**src/rtl/rv_pipe_pkg.sv**
```systemverilog
// Shared RV64I pipeline definitions: opcodes, forward-select codes and the
// hazard controller's shadow-slot records.
package rv_pipe_pkg;

  localparam logic [6:0] OP_R      = 7'b0110011;
  localparam logic [6:0] OP_IMM    = 7'b0010011;
  localparam logic [6:0] OP_LOAD   = 7'b0000011;
  localparam logic [6:0] OP_STORE  = 7'b0100011;
  localparam logic [6:0] OP_BRANCH = 7'b1100011;
  localparam logic [6:0] OP_JALR   = 7'b1100111;
  localparam logic [6:0] OP_JAL    = 7'b1101111;
  localparam logic [6:0] OP_LUI    = 7'b0110111;
  localparam logic [6:0] OP_AUIPC  = 7'b0010111;

  localparam logic [1:0] FWD_RF    = 2'b00;
  localparam logic [1:0] FWD_EXMEM = 2'b10;
  localparam logic [1:0] FWD_MEMWB = 2'b01;

  typedef struct packed {
    logic [4:0] rs1;
    logic [4:0] rs2;
    logic [4:0] rd;
    logic       u1;
    logic       u2;
    logic       wr;
    logic       load;
  } reg_use_t;

  typedef struct packed {
    logic       v;
    logic [4:0] rd;
    logic       wr;
    logic       load;
    logic [4:0] rs1;
    logic [4:0] rs2;
    logic       u1;
    logic       u2;
  } ex_slot_t;

  typedef struct packed {
    logic       v;
    logic [4:0] rd;
    logic       wr;
    logic       load;
  } mem_slot_t;

  typedef struct packed {
    logic       v;
    logic [4:0] rd;
    logic       wr;
  } wb_slot_t;

  // The nearer producer (EX/MEM) always wins over MEM/WB.
  function automatic logic [1:0] fwd_sel(input logic mem_hit, input logic wb_hit);
    if (mem_hit)     return FWD_EXMEM;
    else if (wb_hit) return FWD_MEMWB;
    else             return FWD_RF;
  endfunction

endpackage

```
**src/rtl/rv_reg_use.sv**
```systemverilog
// Register-use decode: which source registers an instruction reads and
// whether it writes a non-zero destination.
module rv_reg_use
  import rv_pipe_pkg::*;
(
  input  logic [31:0] instr,
  output reg_use_t    ru
);

  logic [6:0] opcode;
  logic       writes_rd;
  logic       unused_fields;

  assign opcode        = instr[6:0];
  assign unused_fields = ^{instr[31:25], instr[14:12]};

  always_comb begin
    ru        = '0;
    writes_rd = 1'b0;
    ru.rd     = instr[11:7];
    ru.rs1    = instr[19:15];
    ru.rs2    = instr[24:20];
    case (opcode)
      OP_R:      begin ru.u1 = 1'b1; ru.u2 = 1'b1; writes_rd = 1'b1; end
      OP_IMM:    begin ru.u1 = 1'b1; writes_rd = 1'b1; end
      OP_LOAD:   begin ru.u1 = 1'b1; writes_rd = 1'b1; ru.load = 1'b1; end
      OP_STORE:  begin ru.u1 = 1'b1; ru.u2 = 1'b1; end
      OP_BRANCH: begin ru.u1 = 1'b1; ru.u2 = 1'b1; end
      OP_JALR:   begin ru.u1 = 1'b1; writes_rd = 1'b1; end
      OP_JAL, OP_LUI, OP_AUIPC: writes_rd = 1'b1;
      default:   ;
    endcase
    // x0 is never a producer, so it can never raise a hazard or forward.
    ru.wr = writes_rd & (instr[11:7] != 5'd0);
  end

endmodule

```
**src/rtl/hazard_ctrl.sv**
```systemverilog
// Pipeline hazard controller: shadow EX/MEM/WB register-use slots, load-use
// stall and branch-flush sequencing, forwarding selects, ID bypass, counters.
module hazard_ctrl
  import rv_pipe_pkg::*;
#(
  parameter int unsigned CNT_W = 32
) (
  input  logic             clk,
  input  logic             reset_n,
  input  logic [31:0]      id_instr,
  input  logic             id_valid,
  input  logic             br_taken,
  output logic             pc_write,
  output logic             ifid_write,
  output logic             ifid_flush,
  output logic             idex_bubble,
  output logic [1:0]       fwd_a,
  output logic [1:0]       fwd_b,
  output logic             id_byp_a,
  output logic             id_byp_b,
  output logic [CNT_W-1:0] stall_cnt,
  output logic [CNT_W-1:0] flush_cnt
);

  reg_use_t  id_ru;
  ex_slot_t  ex_q;
  mem_slot_t mem_q;
  wb_slot_t  wb_q;
  logic      lu;
  logic      unused_mem_load;

  assign unused_mem_load = mem_q.load;

  rv_reg_use u_reg_use (
    .instr (id_instr),
    .ru    (id_ru)
  );

  assign lu = id_valid & ex_q.v & ex_q.load & ex_q.wr &
              ((id_ru.u1 & (id_ru.rs1 == ex_q.rd)) |
               (id_ru.u2 & (id_ru.rs2 == ex_q.rd)));

  always_comb begin
    pc_write    = 1'b1;
    ifid_write  = 1'b1;
    ifid_flush  = 1'b0;
    idex_bubble = 1'b0;
    if (br_taken) begin
      ifid_flush  = 1'b1;
      idex_bubble = 1'b1;
    end else if (lu) begin
      pc_write    = 1'b0;
      ifid_write  = 1'b0;
      idex_bubble = 1'b1;
    end
  end

  assign fwd_a = fwd_sel(mem_q.v & mem_q.wr & (mem_q.rd == ex_q.rs1) & ex_q.u1,
                         wb_q.v  & wb_q.wr  & (wb_q.rd  == ex_q.rs1) & ex_q.u1);
  assign fwd_b = fwd_sel(mem_q.v & mem_q.wr & (mem_q.rd == ex_q.rs2) & ex_q.u2,
                         wb_q.v  & wb_q.wr  & (wb_q.rd  == ex_q.rs2) & ex_q.u2);

  assign id_byp_a = wb_q.v & wb_q.wr & (wb_q.rd == id_ru.rs1) & id_ru.u1;
  assign id_byp_b = wb_q.v & wb_q.wr & (wb_q.rd == id_ru.rs2) & id_ru.u2;

  always_ff @(posedge clk) begin
    if (!reset_n) begin
      ex_q      <= '0;
      mem_q     <= '0;
      wb_q      <= '0;
      stall_cnt <= '0;
      flush_cnt <= '0;
    end else begin
      wb_q  <= '{v: mem_q.v, rd: mem_q.rd, wr: mem_q.wr};
      mem_q <= '{v: ex_q.v, rd: ex_q.rd, wr: ex_q.wr, load: ex_q.load};
      // A bubble zeroes every field so a held instruction's register numbers
      // cannot steer the forward selects while its slot is empty.
      if (idex_bubble) begin
        ex_q <= '0;
      end else begin
        ex_q <= '{v: id_valid, rd: id_ru.rd, wr: id_ru.wr, load: id_ru.load,
                  rs1: id_ru.rs1, rs2: id_ru.rs2, u1: id_ru.u1, u2: id_ru.u2};
      end
      if (lu && !br_taken && stall_cnt != '1)
        stall_cnt <= stall_cnt + CNT_W'(1);
      if (br_taken && flush_cnt != '1)
        flush_cnt <= flush_cnt + CNT_W'(1);
    end
  end

endmodule

```
**config.mk**
```make
export PLATFORM = sky130hd
export DESIGN_NAME = hazard_ctrl
export DESIGN_NICKNAME = d
export VERILOG_FILES = /design/src/rtl/rv_pipe_pkg.sv /design/src/rtl/rv_reg_use.sv /design/src/rtl/hazard_ctrl.sv
export SDC_FILE = /design/constraint.sdc
export NUM_CORES = 1
export LEC_CHECK = 0
export CORE_MARGIN = 2
export CORE_UTILIZATION = 35
export DETAILED_ROUTE_END_ITERATION = 10
export HOLD_SLACK_MARGIN = 0.02
export PLACE_DENSITY = 0.57
export SKIP_LAST_GASP = 1
export SYNTH_ARGS = -nofsm -noshare
export SYNTH_HDL_FRONTEND = slang
export SYNTH_HIERARCHICAL = 1
export SYNTH_SLANG_ARGS = --single-unit
export TNS_END_PERCENT = 50
```
**constraint.sdc**
```tcl
create_clock -name clk -period 3.6 [get_ports clk]
set_clock_uncertainty 0.05 [all_clocks]
set_input_delay 0.72 -clock clk [delete_from_list [all_inputs] [get_ports clk]]
set_output_delay 0.72 -clock clk [all_outputs]
set_load 0.01 [all_outputs]
```
==> summary.txt, run 1 <==
Die
  • Die span in x: 122.2 um
  • Die footprint: 0.01494 mm2
  • Placeable Area: 0.01377 mm2
  • FP Rows: 43
  • Die H: 122.2 um
  • I/O pins: 110
  • Initial core utilization: 0.3553

Final layout
  • Footprint of the multi-input gates: 0.002670 mm2
  • Fillers: 1368
  • Final #Nets: 677
  • FF+latch area: 0.001962 mm2
  • Layout cells sized above 1: 0.08087
  • Synth-to-Final Area Change: 28.61%
  • N_diodes: 0
  • Design area: 0.006294 mm2

Placement
  • Placed cell areas: 0.005976 mm2
  • # port buffers: 99
  • GP Congestion: 0.8474
  • Detailed Place HPWL: 8981 um

Setup path
  • Worst stage delay on the critical path: 490 ps
  • R2r startpoint: stall_cnt[0]
  • Worst reg2reg path depth: 8
  • Worst path bufs/invs: 3
  • Cell Chain, Critical Path: clkdlybuf4s50_1 -> nand2_1 -> or3_4 -> a211oi_4 -> nand2_1 -> o22ai_2 -> buf_4 -> nand2_1 -> clkdlybuf4s50_1
  • Crit-path max FO: 4
  • Most common cell on crit path: nand2_1
  • Worst r2r dst: stall_cnt[7]
  • Arrival @ worst endpoint: 2910 ps
  • Critical-path cell with the highest stage delay: clkdlybuf4s50_1
  • CP endpoint kind: primary output
  • R2R setup slack: 780 ps
  • Setup CP Type: primary input to primary output
  • Top Family by Delay on Critical Path: buffers and inverters
  • Setup crit start kind: primary input
  • Required time of the critical path: 2830 ps

CTS
  • Clock buffer depth: 2
  • Clk_lat worst skew: 350 ps
  • Clock-pin slew on the worst setup and hold paths: 60 ps
  • Root Driver: clkbuf_16
  • Clk sinks: 98
  • Hold_buf cts: 0
  • H-tree depth: 3
  • Num CTS Buffers: 9
  • CTS tree: built

Logic synthesis
  • Synth Flop Type: dfxtp_1
  • Ys async rst share: 0
  • Synth Area in Adders: 0.005114
  • Main combinational cell family by area after synthesis: simple AND/OR/NAND/NOR gates
  • Synthesized instance count: 554
  • Share of the synthesized area in the top cell type: 0.4009
  • Synth area leaders: dfxtp_1 (40%), xnor2_1 (9.7%), xor2_1 (4.5%)
  • Most instantiated cells after synthesis: dfxtp_1 (98), xnor2_1 (54), nor2_1 (51)
  • Mux contribution to synthesized area: 0.008182
  • Mean Syn Cell Area: 8.833 um2
  • Compound-Gate Fraction of Synth Area: 0.07517
  • Post-Synth Simple-Gate Area: 0.3112
  • Yosys warnings: 6
  • EDFF count, synth: 0
  • Synth Register Bits: 98
  • Synth Net Count: 592
  • Yosys cell types: 58
  • Most common cell in the netlist: dfxtp_1
  • Mapped Area: 0.004893 mm2
  • Synth area leader: dfxtp_1
  • Sequential share of the synthesized area: 0.4009
  • Xor/xnor cell area share of the yosys netlist: 0.1414

Routing
  • Vias post-DR: 4275
  • Top Layer Used: met4
  • Final wirelength: 12480 um
  • Vias per inst: 5.194
  • Met1 WL: 5896 um
  • Initial DRC count: 197
  • Wire per inst: 15.17 um
  • Antenna Nets Post-Route: 0
  • Drc violations: 0
  • Metal3 WL: 581 um
  • Met2 wire len: 5691 um
  • Drt pass-1 iters: 4

Timing
  • Final period utilization: 1.021
  • PnR worst setup slack: -76.45 ps
  • Max_slew headroom: 0.5883
  • Unrepaired setup endpoints after global routing: yes
  • FMAX: 272.0 MHz
  • Max-slew violations: 0
  • Final setup fails: 1
  • Least-Margin Pin Slew: 617.5 ps
  • Fin. Hold Viols: 0
  • Crit path time final: 3676 ps

Global routing
  • Remaining Overflow, GRT: 0
  • First-pass GRT wire length: 19380 um
  • Vias in the first global route: 3920
  • Initial antenna violation count: 0
  • All-Layer GR Usage: 0.1655
  • Largest net degree at the start of global routing: 57

Hold path
  • Hold EP: mem_q[7]
  • Hold Startpoint: ex_q[19]
  • WHS Path Cells: 1
  • Hold Crit Class: register to register

Power
  • Peak supply drop: 0.1709 mV
  • Design Power: 2.208 mW
  • P_leak: 2.214 nW
  • PwrDens: 350.9 mW/mm2

Run status
  • Run status: finished, violations left
  • Failing checks: setup timing

Flow run
  • MaxCap Viol Count: 0
## power breakdown
part | switching [mW] | internal [mW]
clock | 0.406 | 0.552
sequential | 0.0142 | 1.10
combinational | 0.0686 | 0.0702
## placed cells by master (no fill, tap or decap), drive strengths merged, types with 2 or more instances in the layout
cell	Yosys	layout
inv	8	8
ha	2	2
nor2	51	51
nor4	6	6
dfxtp	98	98
o21ai	12	12
or3	14	14
nand4	36	36
clkdlybuf4s50	0	97
xor2	25	25
mux2i	4	4
or4	5	5
a211oi	3	3
nand2b	4	4
o31a	3	3
clkinv	0	2
and2	18	18
o31ai	2	2
xnor2	54	54
nor3	22	22
o2111ai	2	2
o21a	2	2
a21oi	20	20
a311oi	3	3
nor2b	2	2
nand3	27	27
clkbuf	19	12
and3	33	33
nand2	34	34
buf	23	17
and4	11	11
## metrics by stage
step | TNS [ps] | worst slack [ps] | cells | util | hold slack, ps
floorplan | 0 | 665.7 | 554 | - | 371.5
CTS | -270.7 | -144.5 | 822 | 0.4553 | 403.8
detailed placement | -626.2 | -225.5 | 807 | 0.4339 | 389.3
global placement | -556.2 | -223.6 | 807 | 0.4339 | 389.3
global route | -353.0 | -213.4 | 823 | 0.4569 | 422.8
finish | -76.45 | -76.45 | 823 | 0.4569 | 399.0
## state kept, by name (all words and copies together), names as in the netlist
register	cells
wb_q	7
mem_q	7
flush_cnt	32
stall_cnt	32
ex_q	20
## routing by layer
metal	vias to the layer above	GRT usage
li1	2108	-
met5	-	0
met2	91	0.2594
met3	22	0.03532
met4	0	0.07759
met1	2054	0.2173
## worst register-to-register path, delay by kind of cell, from the launching register on
family | cells | cell delay, ps
compound gates | 1 | 170
fa+ha+maj | 1 | 420
buf+inv | 1 | 180
flops | 1 | 520
simple gates | 5 | 1370
## how the worst max path moves through the flow
stage,depth (start not counted),slack [ps],start,endpoint
6_report,9,-80,id_instr[0],ifid_write
3_3_place_gp,9,-220,id_instr[1],idex_bubble
5_1_grt,9,-210,id_instr[0],ifid_write
4_1_cts,9,-140,id_instr[0],ifid_write
2_1_floorplan,7,670,id_instr[3],idex_bubble
3_5_place_dp,9,-230,id_instr[0],idex_bubble
## area by class of cell
type,count,share of cell area
well taps,180,0.03579
clock buffers,12,0.03916
flip-flops and latches,98,0.3117
inverters,8,0.004771
multi-input cells,406,0.4243
clock inverters,3,0.006362
repair buffers,116,0.1779
## cell families (layout without fill, tap and decap cells)
kind of cell	count (synthesis)	count (layout)
DFF	98	98
xor gates and xnor gates	79	79
and+or+nand+nor	266	266
AOI/OAI and AO/OA	55	55
muxes	4	4
buffers and inverters	50	139
adders and majority gates	2	2
## timing repair
item | CTS | global route
setup buffers | 0 | 1
gates resized for setup | 3 | 3
setup endpoints to repair | 4 | 4
pin swaps | 1 | 1
(Power assumes the default switching activity.)
==> run 2, diff against run 1 <==
==> constraint.sdc (replaced) <==
create_clock -name clk -period 3.7 [get_ports clk]
set_clock_uncertainty 0.05 [all_clocks]
set_input_delay 0.74 -clock clk [delete_from_list [all_inputs] [get_ports clk]]
set_output_delay 0.74 -clock clk [all_outputs]
set_load 0.01 [all_outputs]
==> run 2 against run 1 <==
Effect of this change:
- the run still ends with setup timing left
- utilization decreased by 0.37 points
- critical path depth unchanged
- global-route usage increased by 0.34 points
- combinational power decreased by 4%
- critical path type unchanged
- worst hold slack improved by 1.9 ps
- die area unchanged
- critical endpoint is now pc_write
- clock power decreased by 9.1%
- total power decreased by 5.5%
- largest power group unchanged
- via count decreased by 2.2%
==> summary.txt, run 2 (same netlist as run 1, synthesis figures left out) <==
Routing
  • Vias per inst: 5.098
  • Wire per inst: 15.26 um
  • Final wirelength: 12520 um
  • Drc violations: 0
  • Vias post-DR: 4180
  • Antenna Nets Post-Route: 0
  • Initial DRC count: 210
  • Drt pass-1 iters: 4

Placement
  • # port buffers: 99
  • Detailed Place HPWL: 9048 um
  • Placed cell areas: 0.005961 mm2
  • DP Worst Slack: -191.5 ps
  • GP Congestion: 0.8652

Setup path
  • Top Family by Delay on Critical Path: buffers and inverters
  • Critical-path cell with the highest stage delay: clkdlybuf4s50_1
  • Setup CP Type: primary input to primary output
  • Required time of the critical path: 2910 ps
  • Most common cell on crit path: nand2_1
  • Worst stage delay on the critical path: 480 ps
  • Crit. Startpoint: id_instr[0]
  • Worst path bufs/invs: 3
  • CP endpoint kind: primary output
  • R2r startpoint: stall_cnt[1]
  • Crit-path max FO: 4
  • R2R setup slack: 940 ps
  • Setup crit start kind: primary input
  • Arrival @ worst endpoint: 2930 ps
  • Cell Chain, Critical Path: clkdlybuf4s50_1 -> nand2_1 -> or3_1 -> a211oi_2 -> nand2_1 -> o22ai_2 -> buf_4 -> nand2_1 -> clkdlybuf4s50_1

Timing
  • FMAX: 268.5 MHz
  • Final setup fails: 2
  • Fin. Hold Viols: 0
  • Final period utilization: 1.007
  • Max_slew headroom: 0.4226
  • Setup TNS: -39.59 ps
  • Least-Margin Pin Slew: 866.1 ps
  • Worst hold slack: 400.9 ps
  • Max-slew violations: 0
  • Crit path time final: 3724 ps
  • Unrepaired setup endpoints after global routing: yes
  • PnR worst setup slack: -24.15 ps

Final layout
  • N_diodes: 0
  • Layout cells sized above 1: 0.07500
  • Synth-to-Final Area Change: 27.56%
  • Fillers: 1380
  • Most frequent cells in the layout: dfxtp_1 (98), clkdlybuf4s50_1 (98), xnor2_1 (54)
  • Final #Nets: 674
  • Design area: 0.006242 mm2
  • Largest regs: flush_cnt (32), stall_cnt (32), ex_q (20)

Global routing
  • Largest net degree at the start of global routing: 57
  • Initial antenna violation count: 0
  • First-pass GRT wire length: 19930 um
  • All-Layer GR Usage: 0.1689
  • Remaining Overflow, GRT: 0
  • Vias in the first global route: 3932

Die
  • Die span in x: 122.2 um
  • Die H: 122.2 um
  • Die footprint: 0.01494 mm2
  • Initial core utilization: 0.3553
  • Placeable Area: 0.01377 mm2
  • I/O pins: 110
  • FP Rows: 43

Flow run
  • MaxCap Viol Count: 0

CTS
  • Root Driver: clkbuf_16
  • Post-CTS setup buffers: 0
  • CTS tree: built
  • Clock-pin slew on the worst setup and hold paths: 60 ps
  • Num CTS Buffers: 9
  • Hold_buf cts: 0
  • Clock buffer depth: 2
  • Clk_lat worst skew: 340 ps
  • H-tree depth: 3
  • Clk sinks: 98

Run status
  • Run status: finished, violations left
  • Failing checks: setup timing

Hold path
  • Hold Startpoint: ex_q[19]
  • Hold Crit Class: register to register

Power
  • PwrDens: 334.2 mW/mm2
  • P_leak: 2.179 nW
  • Design Power: 2.086 mW
  • Peak supply drop: 0.2729 mV
## run 2: cell types whose count changed in the layout (fill, tap and decap cells not counted), sizes merged
cell           previous run  this run
clkbuf                   12        13
bufinv                    1         0
clkinv                    2         1
buf                      17        14
clkinvlp                  0         1
clkdlybuf4s50            97        98
dlymetal6s2s              1         0
## run 2: per-stage QoR
| stage | util | cells |
|---|---|---|
| after detailed placement | 0.4328 | 805 |
| after global placement | 0.4328 | 805 |
| after floorplan | - | 554 |
| after global routing | 0.4532 | 820 |
| after CTS | 0.4532 | 820 |
| final | 0.4532 | 820 |
## run 2: worst paths after layout
kind / depth (start not counted) / end
setup / recovery: 9 / pc_write
hold reg to reg: 1 / mem_q[7]
hold / removal: 1 / mem_q[7]
setup reg to reg: 7 / stall_cnt[2]
## run 2: timing repair
item	in CTS	in global routing
gates resized for setup	3	0
pin swaps	2	0
endpoints found under the setup margin	3	3
## run 2: area by class of cell
class	instances	area [um2]	share of cell area
flip-flops and latches	98	1962	0.3143
multi-input cells	406	2658	0.4257
inverters	8	30.03	0.004811
clock buffers	13	260.3	0.04169
clock inverters	2	12.51	0.002004
well taps	180	225.2	0.03608
repair buffers	113	1095	0.1754
## run 2: power breakdown
part	switching (mW)	internal (mW)
Combinational	0.0655	0.0672
Sequential	0.0138	1.07
Clock	0.384	0.488
Total	0.463	1.62
## run 2: routing by layer
layer | routed length, um | track usage | vias up
li1 | - | - | 2102
met1 | 5910 | 0.2253 | 1988
met2 | 5882 | 0.2722 | 79
met3 | 573 | 0.03578 | 11
met4 | 148 | 0.05532 | 0
met5 | 0 | 0 | -
==> run 3, diff against run 2 <==
--- a/config.mk
+++ b/config.mk
@@ -7,6 +7,7 @@
 export LEC_CHECK = 0
 export CORE_MARGIN = 2
 export CORE_UTILIZATION = 35
+export CTS_CLUSTER_SIZE = 14
 export DETAILED_ROUTE_END_ITERATION = 10
 export HOLD_SLACK_MARGIN = 0.02
 export PLACE_DENSITY = 0.57
==> results of run 3 <==
Same layout as run 2: the final DEF is identical, and so are final timing and power.
